## src/rtl/jtag_az_generator_mc.sv

```systemverilog
// Multi-channel autozeroing PWM generator: one master HIGH/LOW level L feeds a
// shared delay line, and every channel taps it at its own phase delay.
module jtag_az_generator_mc #(
  parameter int   NCH        = 4,
  parameter int   HIGH_W     = 8,
  parameter int   LOW_W      = 14,
  parameter int   PHASE_W    = 5,
  parameter int   BURST_W    = 8,
  parameter logic IDLE_LEVEL = 1'b1
) (
  input  logic                     TCK,
  input  logic                     RESET,
  input  logic                     START,
  input  logic                     STOP,
  input  logic [1:0]               MODE,
  input  logic [HIGH_W-1:0]        NHIGH,
  input  logic [LOW_W-1:0]         NLOW,
  input  logic [BURST_W-1:0]       NBURST,
  input  logic [NCH*PHASE_W-1:0]   PHASE,
  input  logic [NCH-1:0]           CH_EN,
  output logic [NCH-1:0]           PHI_AZ,
  output logic                     BUSY,
  output logic                     DONE,
  output logic [BURST_W-1:0]       PULSE_CNT,
  output logic [1:0]               STATE_DBG
);

  localparam logic [1:0] S_IDLE   = 2'd0;
  localparam logic [1:0] S_HIGH   = 2'd1;
  localparam logic [1:0] S_LOW    = 2'd2;
  localparam logic [1:0] M_BURST  = 2'd1;
  localparam logic [1:0] M_SINGLE = 2'd2;
  localparam int         DEPTH    = 2 ** PHASE_W;

  logic [1:0]         state_q, state_d;
  logic [HIGH_W-1:0]  hcnt_q, hcnt_d;
  logic [LOW_W-1:0]   lcnt_q, lcnt_d;
  logic [BURST_W-1:0] pcnt_q, pcnt_d;
  logic [HIGH_W-1:0]  nhigh_q;
  logic [LOW_W-1:0]   nlow_q;
  logic [BURST_W-1:0] nburst_q;
  logic [1:0]         mode_q;
  logic               lvl_q, lvl_d;
  logic               busy_q, busy_d;
  logic               done_q, done_d;
  logic [DEPTH-2:0]   dl_q;
  logic [DEPTH-1:0]   taps;
  logic [NCH-1:0]     phi_q, phi_d;
  logic               start_ok;
  logic               hlast, llast;
  logic [BURST_W-1:0] pcnt_inc;

  // Lengths are stored already guarded against zero, so "length-1" never underflows.
  assign start_ok = START & ~STOP & (state_q == S_IDLE);
  assign hlast    = (hcnt_q == nhigh_q - HIGH_W'(1));
  assign llast    = (lcnt_q == nlow_q - LOW_W'(1));
  assign pcnt_inc = pcnt_q + BURST_W'(1);
  assign taps     = {dl_q, lvl_q};

  always_comb begin
    state_d = state_q;
    hcnt_d  = hcnt_q;
    lcnt_d  = lcnt_q;
    pcnt_d  = pcnt_q;
    done_d  = 1'b0;
    case (state_q)
      S_IDLE: begin
        if (start_ok) begin
          state_d = S_HIGH;
          hcnt_d  = '0;
          pcnt_d  = '0;
        end
      end
      S_HIGH: begin
        if (STOP) begin
          state_d = S_IDLE;
        end else if (hlast) begin
          state_d = S_LOW;
          lcnt_d  = '0;
        end else begin
          hcnt_d = hcnt_q + HIGH_W'(1);
        end
      end
      S_LOW: begin
        if (STOP) begin
          state_d = S_IDLE;
        end else if (llast) begin
          pcnt_d = pcnt_inc;
          if (mode_q == M_SINGLE || (mode_q == M_BURST && pcnt_inc == nburst_q)) begin
            state_d = S_IDLE;
            done_d  = 1'b1;
          end else begin
            state_d = S_HIGH;
            hcnt_d  = '0;
          end
        end else begin
          lcnt_d = lcnt_q + LOW_W'(1);
        end
      end
      default: state_d = S_IDLE;
    endcase
  end

  always_comb begin
    case (state_d)
      S_HIGH:  lvl_d = 1'b1;
      S_LOW:   lvl_d = 1'b0;
      default: lvl_d = IDLE_LEVEL;
    endcase
    busy_d = (state_d != S_IDLE);
  end

  // Tap 0 is L itself; the output register supplies the extra cycle of delay.
  always_comb begin
    phi_d = '0;
    for (int k = 0; k < NCH; k++) begin
      phi_d[k] = CH_EN[k] ? taps[PHASE[k*PHASE_W +: PHASE_W]] : IDLE_LEVEL;
    end
  end

  always_ff @(posedge TCK) begin
    if (RESET) begin
      state_q  <= S_IDLE;
      hcnt_q   <= '0;
      lcnt_q   <= '0;
      pcnt_q   <= '0;
      nhigh_q  <= HIGH_W'(1);
      nlow_q   <= LOW_W'(1);
      nburst_q <= BURST_W'(1);
      mode_q   <= '0;
      lvl_q    <= IDLE_LEVEL;
      busy_q   <= 1'b0;
      done_q   <= 1'b0;
      dl_q     <= {(DEPTH-1){IDLE_LEVEL}};
      phi_q    <= {NCH{IDLE_LEVEL}};
    end else begin
      state_q <= state_d;
      hcnt_q  <= hcnt_d;
      lcnt_q  <= lcnt_d;
      pcnt_q  <= pcnt_d;
      lvl_q   <= lvl_d;
      busy_q  <= busy_d;
      done_q  <= done_d;
      dl_q    <= taps[DEPTH-2:0];
      phi_q   <= phi_d;
      if (start_ok) begin
        mode_q   <= MODE;
        nhigh_q  <= (NHIGH == '0) ? HIGH_W'(1) : NHIGH;
        nlow_q   <= (NLOW == '0) ? LOW_W'(1) : NLOW;
        nburst_q <= (NBURST == '0) ? BURST_W'(1) : NBURST;
      end
    end
  end

  assign PHI_AZ    = phi_q;
  assign BUSY      = busy_q;
  assign DONE      = done_q;
  assign PULSE_CNT = pcnt_q;
  assign STATE_DBG = state_q;

endmodule

```

## config.mk

```make
export PLATFORM = sky130hd
export DESIGN_NAME = jtag_az_generator_mc
export DESIGN_NICKNAME = d
export VERILOG_FILES = /design/src/rtl/jtag_az_generator_mc.sv
export SDC_FILE = /design/constraint.sdc
export NUM_CORES = 1
export LEC_CHECK = 0
export CAP_MARGIN = 25
export CORE_MARGIN = 5
export CORE_UTILIZATION = 40
export CTS_BUF_LIST = sky130_fd_sc_hd__clkbuf_8
export DETAILED_ROUTE_END_ITERATION = 7
export GPL_TIMING_DRIVEN = 0
export SYNTH_ARGS = -nofsm -noshare
export SYNTH_HDL_FRONTEND = slang
export SYNTH_SLANG_ARGS = --single-unit
```

## constraint.sdc

```tcl
create_clock -name TCK -period 3.4 [get_ports TCK]
set_clock_uncertainty 0.1 [all_clocks]
set_input_delay 1.02 -clock TCK [delete_from_list [all_inputs] [get_ports TCK]]
set_output_delay 1.02 -clock TCK [all_outputs]
set_load 0.005 [all_outputs]
```

==> impl_results.md <==
* PD cells at 338 mW/mm2
* Clock Latency Late Sink at 0.39 ns
* Die width at 132 um
* Detail Route Antenna Nets at 0
* Combinational power share at 16.3%
* # clock sinks at 102
* Area leader, netlist: dfxtp_1
* Final hold vios at 0
* Vias in the first global route at 4,981
* Startpoint Class: flip-flop
* Placer Congestion at 0.899
* DIE HEIGHT at 132 um
* Max FO, Critical Path at 9
* Leak Pwr at 2.27 nW
* Clock slew at reported path FFs at 0.11 ns
* Gr ovfl total at 0
* Yosys warns at 0
* Ranking of synthesized cells by area: dfxtp_1 (34%), mux4_2 (15%), nand2_1 (5.7%), xnor2_1 (4.3%), a21oi_1 (3.9%)
* IO buf count at 67
* Core area at 0.0146 mm2
* Die area at 0.0175 mm2
* Largest net degree at the start of global routing at 20
* DR WL/cell at 17.4 um
* Root buffer cell: clkbuf_8
* Final period util at 92.0%
* WP data arrival at 3.31 ns
* Drt total wl at 15.7 mm
* Syn_nets at 701
* Layout filler cell count at 1,340
* Drt initial violations at 330
* Tightest Hold Check Type: flip-flop to flip-flop
* Final Cell Area at 0.00707 mm2
* Overall Global Routing Usage at 18.0%
* RSZ-0062 raised after global routing: no
* Place WS at 0.0154 ns
* Status: finished clean
* Worst setup endpoint: lcnt_q[9]
* Switching power total at 0.000716 W
* Netlist cell types at 72
* Synth Area per Inst at 9.38 um2
* Reg2Reg Depth at 10
* Post-synthesis sequential area ratio at 34.2%
* Final setup fails at 0
* R2r endpoint: lcnt_q[9]
* Sequential share of power at 51.8%
* HPWL Detailed at 12.1 mm
* CTS tree: done
* Fin. max-slew vios at 0
* Vias/cell at 5.72
* P&R area growth vs syn at 18.6%
* Reg2Reg Setup Slack at 0.27 ns
* Initial cell density of the core at 40.9%
* Fmax at 320 MHz
* Prevailing post-synth register cell: dfxtp_1
* Cells after synthesis at 636
* Hold WS at 0.374 ns
* H-tree levels at 3
* Number of enable flip-flop cells after synthesis at 0
* Number of CTS-inserted buffers at 9
* DRC at 0
* Final setup margin at 0.272 ns
* I/O pin count at 76
* Core Rows at 44
* First-pass GRT wire length at 26.0 mm
* Post-CTS setup buffers at 0
* CP Data Required Time at 3.59 ns
* Switching Fraction at 30.0%
* Top-area cell type share of the netlist area at 34.2%
* Reg2Reg Launch Point: nlow_q[0]
* Worst setup startpoint: nlow_q[0]
* Worst slew margin at 40.5%
* Pint at 0.00167 W
* Placed inst area at 0.00687 mm2
* Min Tclk post-route at 3.13 ns
* Netlist Area Pre-Place at 0.00596 mm2
* Synthesized flop and latch total at 102
* Layout cell share with drive strength beyond 1 at 17.2%
* Worst vdd ir at 0.299 mV
* Class of the most critical setup path: flip-flop to flip-flop
* Clock group share of total power at 31.9%
* Async S/R FF share, synth at 0%
* Max_cap viols at 0
* Vias at 5,170
* ANT cells at 0
* Kind of end point of the critical path: flip-flop
* Tightest Pin Transition at 0.884 ns
* Nets at 780
* Longest Clk Path Bufs at 2
* Pre-antenna DRT Iters at 5
* Initial antenna violation count at 0
kinds of logic after synthesis:
group | Yosys count | synth area share [%]
mux | 50 | 16.8
compound gates | 126 | 15.5
fa+ha+maj | 5 | 1.05
flops | 102 | 34.2
simple gates | 256 | 22.6
buf+inv | 57 | 3.96
xor+xnor | 40 | 5.87
worst min-delay path by stage:
stage	start	end	slack [ns]	depth (start not counted)
4_1_cts	nlow_q[13]	nlow_q[13]	0.38	2
3_3_place_gp	nlow_q[13]	nlow_q[13]	0.36	2
6_report	nlow_q[13]	nlow_q[13]	0.37	2
2_1_floorplan	mode_q[0]	mode_q[0]	0.34	2
5_1_grt	nburst_q[1]	nburst_q[1]	0.40	2
3_5_place_dp	mode_q[0]	mode_q[0]	0.36	2
registers in the layout, indices dropped and copies added, names as in the netlist:
signal / flops
dl_q: 31
lcnt_q: 14
nlow_q: 14
PULSE_CNT: 8
hcnt_q: 8
nburst_q: 8
nhigh_q: 8
PHI_AZ: 4
STATE_DBG: 2
mode_q: 2
BUSY: 1
DONE: 1
lvl_q: 1
layout by cell type, fill, tap and decap left out, types with 6 or more instances in the layout:
master / instances
dfxtp_1: 102
nand2_1: 91
clkdlybuf4s50_1: 67
a21oi_1: 47
mux4_2: 40
or2_2: 35
clkbuf_1: 34
xnor2_1: 29
nand3_1: 25
nor2_1: 23
o21ai_0: 20
nor3_1: 18
inv_1: 16
xor2_1: 11
or3_1: 10
mux2i_1: 9
clkbuf_8: 9
nor4_1: 7
and3_1: 7
a31oi_1: 6
nand2b_1: 6
cell usage after synthesis, types with 6 or more instances:
cell      instances
mux2i_1           9
xor2_1           11
a31oi_1           6
or2_2            35
o21ai_0          20
nand2b_1          6
nor3_1           18
mux4_2           40
a21oi_1          47
nor4_1            9
and3_1            7
or3_1            10
nand3_1          25
inv_1            16
nor2_1           23
nand2_1          91
dfxtp_1         102
xnor2_1          29
clkbuf_1         34
area by class of cell:
class,count,area [um2],area share (%)
Multi-Input combinational cell,477,3700,52.3
Sequential cell,102,2040,28.9
Timing Repair Buffer,68,676,9.55
Tap cell,184,230,3.25
Buffer,41,176,2.49
Clock buffer,9,124,1.75
Clock inverter,7,66.3,0.938
Inverter,16,60.1,0.849
what timing repair did:
action / CTS / global route
hold endpoints to repair: 0 / 0
setup endpoints to repair: 0 / 14
gates resized for setup: 0 / 2
hold buffers: 0 / 0
routing by layer:
layer	vias up	track usage, %	wire, um
met4	0	4.63	159
met5	-	0	0
met3	15	4.47	972
li1	2501	-	-
met1	2479	24.1	6960
met2	175	29.1	7630
power groups by stage:
stage | clock network (W) | registers (W) | logic, W
after CTS | 0.000784 | 0.00124 | 0.000386
after detailed placement | 0 | 0.00127 | 0.000385
after floorplan | 0 | 0.00126 | 0.000244
after global placement | 0 | 0.00126 | 0.000377
after global routing | 0.000825 | 0.00124 | 0.000426
final | 0.000761 | 0.00124 | 0.000390
worst max-delay path, cell delays in order (launching register included):
cell	delay, ns
dfxtp_1	0.32
buf_6	0.13
inv_1	0.05
ha_1	0.23
nor3b_2	0.50
nand4b_1	0.19
xnor2_1	0.19
nor4_2	0.47
a31oi_2	0.28
o211ai_2	0.21
mux2_1	0.34
stage by stage:
stage	TNS, ns	total power [W]	instances	util [%]
2_1_floorplan	0	0.00150	636	-
3_3_place_gp	-0.605	0.00164	887	47.1
4_1_cts	0	0.00241	904	48.4
5_1_grt	0	0.00249	904	48.5
3_5_place_dp	0	0.00165	888	47.1
6_report	0	0.00239	904	48.5
(Power assumes the default switching activity.)
